**config.mk**
```make
export PLATFORM = sky130hd
export DESIGN_NAME = gpio_pad_filter
export DESIGN_NICKNAME = d
export VERILOG_FILES = /design/src/rtl/gpio_pad_filter_pkg.sv /design/src/rtl/gpio_debounce_bit.sv /design/src/rtl/gpio_pad_filter.sv
export SDC_FILE = /design/constraint.sdc
export NUM_CORES = 1
export LEC_CHECK = 0
export CORE_UTILIZATION = 64
export DETAILED_ROUTE_END_ITERATION = 8
export MAX_ROUTING_LAYER = met4
export PLACE_DENSITY = 0.87
export SYNTH_ARGS = -nofsm -noshare
export SYNTH_HDL_FRONTEND = slang
export SYNTH_SLANG_ARGS = --single-unit
```
**constraint.sdc**
```tcl
create_clock -name HCLK_I -period 9.6 [get_ports HCLK_I]
set_input_delay 1.44 -clock HCLK_I [delete_from_list [all_inputs] [get_ports HCLK_I]]
set_output_delay 1.44 -clock HCLK_I [all_outputs]
set_load 0.005 [all_outputs]
```
**src/rtl/gpio_pad_filter_pkg.sv**
```systemverilog
// Shared GPIO constants and types.
// Imported by the pad filter and the GPIO block.
package gpio_pkg;

   localparam int GPIO_WIDTH       = 8;
   localparam int GPIO_SYNC_STAGES = 2;
   localparam int GPIO_DEBOUNCE_W  = 16;

   localparam logic GPIO_DIR_IN  = 1'b0;
   localparam logic GPIO_DIR_OUT = 1'b1;

   typedef struct packed {
      logic rise;
      logic fall;
   } gpio_edge_t;

   // Edge events are only reported for pads the GPIO is not driving.
   function automatic logic gpio_is_input(logic dir);
      return dir != GPIO_DIR_OUT;
   endfunction

endpackage

```
**src/rtl/gpio_debounce_bit.sv**
```systemverilog
// One pad bit: synchroniser, debounce counter, stable level and
// registered edge pulses.
module gpio_debounce_bit
   import gpio_pkg::*;
#(
   parameter int SYNC_STAGES = GPIO_SYNC_STAGES,
   parameter int DEBOUNCE_W  = GPIO_DEBOUNCE_W
) (
   input  logic                  HCLK_I,
   input  logic                  HRESET_I,
   input  logic                  pad,
   input  logic                  dir,
   input  logic [DEBOUNCE_W-1:0] limit,
   output logic                  level,
   output logic                  rise,
   output logic                  fall
);

   logic [SYNC_STAGES-1:0] sync_q;
   logic [DEBOUNCE_W-1:0]  cnt;
   logic                   st;
   logic                   s;
   logic                   differ;
   logic                   expire;
   logic                   take;
   gpio_edge_t             evt;

   assign s     = sync_q[SYNC_STAGES-1];
   assign level = st;

   // Shift the raw pad level through the synchroniser chain.
   always_ff @(posedge HCLK_I or posedge HRESET_I) begin
      if (HRESET_I) begin
         sync_q <= '0;
      end else begin
         sync_q <= {sync_q[SYNC_STAGES-2:0], pad};
      end
   end

   // Decide whether the synchronised level is accepted this edge.
   always_comb begin
      differ   = s ^ st;
      expire   = cnt >= limit;
      take     = differ & expire;
      evt.rise = take & s & gpio_is_input(dir);
      evt.fall = take & ~s & gpio_is_input(dir);
   end

   // Count how long s has disagreed with st, then adopt it.
   always_ff @(posedge HCLK_I or posedge HRESET_I) begin
      if (HRESET_I) begin
         cnt  <= '0;
         st   <= 1'b0;
         rise <= 1'b0;
         fall <= 1'b0;
      end else begin
         rise <= evt.rise;
         fall <= evt.fall;
         if (!differ) begin
            cnt <= '0;
         end else if (expire) begin
            st  <= s;
            cnt <= '0;
         end else begin
            cnt <= cnt + DEBOUNCE_W'(1);
         end
      end
   end

endmodule

```
**src/rtl/gpio_pad_filter.sv**
```systemverilog
// GPIO pad conditioning: per-bit sync and debounce, edge events,
// sticky interrupt pending flags with write-one-to-clear.
module gpio_pad_filter
   import gpio_pkg::*;
#(
   parameter int WIDTH       = GPIO_WIDTH,
   parameter int SYNC_STAGES = GPIO_SYNC_STAGES,
   parameter int DEBOUNCE_W  = GPIO_DEBOUNCE_W
) (
   input  logic                  HCLK_I,
   input  logic                  HRESET_I,
   input  logic [WIDTH-1:0]      PAD_I,
   input  logic [WIDTH-1:0]      DIR_I,
   input  logic [DEBOUNCE_W-1:0] DEBOUNCE_LIMIT_I,
   input  logic [WIDTH-1:0]      IRQ_RISE_EN_I,
   input  logic [WIDTH-1:0]      IRQ_FALL_EN_I,
   input  logic [WIDTH-1:0]      IRQ_CLR_I,
   output logic [WIDTH-1:0]      PORT_O,
   output logic [WIDTH-1:0]      RISE_O,
   output logic [WIDTH-1:0]      FALL_O,
   output logic [WIDTH-1:0]      PEND_O,
   output logic                  IRQ_O
);

   logic [WIDTH-1:0] pend_set;

   for (genvar i = 0; i < WIDTH; i++) begin : g_bit
      gpio_debounce_bit #(
         .SYNC_STAGES (SYNC_STAGES),
         .DEBOUNCE_W  (DEBOUNCE_W)
      ) u_bit (
         .HCLK_I   (HCLK_I),
         .HRESET_I (HRESET_I),
         .pad      (PAD_I[i]),
         .dir      (DIR_I[i]),
         .limit    (DEBOUNCE_LIMIT_I),
         .level    (PORT_O[i]),
         .rise     (RISE_O[i]),
         .fall     (FALL_O[i])
      );
   end

   // Enabled edge events that raise a pending flag.
   always_comb begin
      pend_set = (RISE_O & IRQ_RISE_EN_I)
               | (FALL_O & IRQ_FALL_EN_I);
   end

   // Sticky pending flags; a new event wins over a same-cycle clear.
   always_ff @(posedge HCLK_I or posedge HRESET_I) begin
      if (HRESET_I) begin
         PEND_O <= '0;
      end else begin
         PEND_O <= (PEND_O & ~IRQ_CLR_I) | pend_set;
      end
   end

   assign IRQ_O = |PEND_O;

endmodule

```
==> flow_summary.toml <==
[status]
run_status = "completed"

[power_and_ir_drop]
power_density_nw_per_um2 = 133
ir_worst_vdd_uv = 141
power_mw = 1.63
internal_power_mw = 1.23
p_leak_nw = 5.54
clkPwrFrac_pct = 44.1
combinationalPowerShare_pct = 8.9
seqPwrFrac_pct = 47.0
p_switching_mw = 0.406
switching_share_pct = 24.9

[logic_synthesis]
synth_area_leaders = "dfrtp_1 41%, ha_1 16%, xor2_1 6.2%, nor2_1 4.0%, xnor2_1 3.6%"
netlist_area_sq_um = 10800
ys.flop_type = "dfrtp_1"
synth.distinct_cells = 50
synth_warnings = 0
synth.avg_cell_area_sq_um = 10.2
ys_seq_area_share_pct = 40.8
yosysTopAreaCell = "dfrtp_1"
netlist_instances = 1058
synth_commonest_cells = "176 x dfrtp_1, 136 x ha_1, 114 x nor2_1, 76 x xor2_1, 67 x nand2_1"
synth.most_common_cell = "dfrtp_1"
synthArstFlopShare_pct = 100
syn_nets = 1252
synth_edf_count = 0
synth_top_cell_area_share_pct = 40.8
synth_seq_cells = 176

[sta]
relSlewSlack_pct = 28.0
finalWorstSetupSlack_ns = 5.40
final.setup_skew_ns = 0.0104
fin_crit_sh_pct = 43.8
maxSlewViolCount = 0
hold_viol = 0
period_minus_slack_ns = 4.20
tns_ns = 0
worst_pin_slew_ns = 1.08
setup_viol = 0
rsz0062_at_grt = "no"
max_freq_ghz = 0.238
hold_ws_ns = 0.351

[cts]
h-tree-depth = 4
post_cts_buffers = 0
clockBufferDepth = 2
cts.clk_slew.worst_paths_ns = 0.07
holdBufCountCts = 0
cts-root-buf = "clkbuf_16"
cts_tree = "done"
cts_resized = 0
clkLatencyLatePin_ns = 0.45
cts_sinks = 176
cts_made_buffers = 17

[floorplanning]
core_sq_um = 16500
std_cell_rows = 47
die_w_microns = 132
die_h_microns = 132
start_util_pct = 65.3
io_pins = 91
die-area_sq_um = 17400

[layout]
fin_nets = 1326
instances_no_fill = 1365
area_growth_pct = 14.0
final_area_sq_um = 12300
antenna_cells = 0
fillers = 1113
fin_util_pct = 74.4
multiInputGateArea_sq_um = 5890
drive_gt1_share_pct = 7.86
regArea_sq_um = 4400

[setup_path]
crit_arrival_ns = 4.56
path_cells = "clkdlybuf4s50_1 -> ha_1 -> nand2b_4 -> a2111oi_4 -> nor4_1 -> or4_1 -> nor2_1"
startpoint_type = "input pin"
worstPathRequired_ns = 9.95
max_stage_delay_ns = 0.96
cp-end-kind = "flip-flop"
slowest_stage = "or4_1"
cp_max_fo = 16
critPathKind = "in -> reg"
reg2reg_depth = 7

[grt]
grt.overflow.total = 0
grt_pass1_wl_microns = 39100
grt_usage_pct = 29.5
grt_pass1_vias = 8123
antenna_found_initial = 0
grt_max_degree = 120

[routing]
num_vias = 8053
drc = 0
drt-total-wl_microns = 23400
first_pass_iters = 5
wl_per_cell_microns = 17.2
ant_nets = 0
drt_iter0_drc = 560
viasPerCell = 5.90

[placed_design]
gp_congestion = 0.875
place_area_sq_um = 11700
io_buffers = 90
dp.cells = 1333
dpl_worst_slack_ns = 5.01
dp_hpwl_microns = 16300

[job]
drv_cap = 0

[worst_hold_path]
holdPathStages = 0
hold_class = "reg -> reg"
==> kinds of logic (layout without fill, tap and decap cells) <==
kind of cell | after synthesis | in the layout | synth area share, %
AOI/OAI and AO/OA | 110 | 110 | 6.90
xor gates and xnor gates | 120 | 120 | 9.74
adders and majority gates | 136 | 136 | 15.8
buffers and inverters | 90 | 177 | 4.54
DFF | 176 | 176 | 40.8
muxes | 8 | 8 | 0.800
and+or+nand+nor | 418 | 418 | 21.4
==> flip-flops by register name (all words and copies together) (netlist names) <==
register / cells
g_bit.u_bit.rise: 8
g_bit.u_bit.level: 8
PEND_O: 8
g_bit.u_bit.sync_q: 16
g_bit.u_bit.cnt: 128
g_bit.u_bit.fall: 8
==> area by class of cell <==
| type | instances | share of cell area, % |
|---|---|---|
| timing repair buffer | 91 | 7.39 |
| sequential | 176 | 35.8 |
| multi-input combinational | 792 | 47.9 |
| inverter | 54 | 1.69 |
| clock inverter | 14 | 1.45 |
| clock buffer | 18 | 3.49 |
| tap | 220 | 2.24 |
==> final timing paths <==
path / start / end / slack [ns]
max: DEBOUNCE_LIMIT_I[0] / g_bit[0].u_bit.cnt[6]$_DFF_PP0_ / 5.40
min: g_bit[7].u_bit.sync_q[0]$_DFF_PP0_ / g_bit[7].u_bit.sync_q[1]$_DFF_PP0_ / 0.35
max reg2reg: g_bit[0].u_bit.cnt[0]$_DFF_PP0_ / g_bit[0].u_bit.cnt[6]$_DFF_PP0_ / 6.83
min reg2reg: g_bit[7].u_bit.sync_q[0]$_DFF_PP0_ / g_bit[7].u_bit.sync_q[1]$_DFF_PP0_ / 0.35
max in group asynchronous: HRESET_I / g_bit[1].u_bit.sync_q[0]$_DFF_PP0_ / 6.59
min in group asynchronous: HRESET_I / g_bit[6].u_bit.cnt[7]$_DFF_PP0_ / 1.63
==> critical path, delay by kind of cell <==
family / cells / cell delay (ns)
simple gates: 4 / 1.51
fa+ha+maj: 1 / 0.34
buf+inv: 1 / 0.90
compound gates: 1 / 0.35
==> layout by cell type, fill, tap and decap left out, types with 6 or more instances in the layout <==
cell             instances
inv_6                    6
dfrtp_1                176
xor2_1                  76
clkdlybuf4s50_1         90
nor3_1                  26
nor2_4                  32
nand2_1                 67
and3_1                  16
and2_1                   6
nor4_1                   9
o21ai_0                 23
nor2_2                   8
or3_1                    7
inv_1                   53
ha_1                   136
nor4b_1                 16
xnor2_1                 44
o21a_1                   7
nand4_1                 32
a21oi_1                 43
clkbuf_16               17
a22oi_1                  8
nand3_1                 58
nor2_1                 114
==> routing by layer <==
metal  part of all wire (%)  track usage, %  wire length [microns]  vias up
met5                      0               -                      0        -
met4                    3.5            13.8                    830        0
met3                    5.2            5.23                   1230       53
met2                     47            45.4                  10900      270
met1                     45            38.0                  10400     3895
li1                       -               -                      -     3835
==> power groups by stage <==
stage	Combinational, mW	Sequential [mW]	Clock [mW]
after CTS	0.146	0.768	0.729
final	0.146	0.768	0.720
after global routing	0.163	0.769	0.755
after global placement	0.139	0.781	0
after floorplan	0.0946	0.777	0
after detailed placement	0.145	0.781	0
No activity file was read; power rests on OpenSTA's default activity.
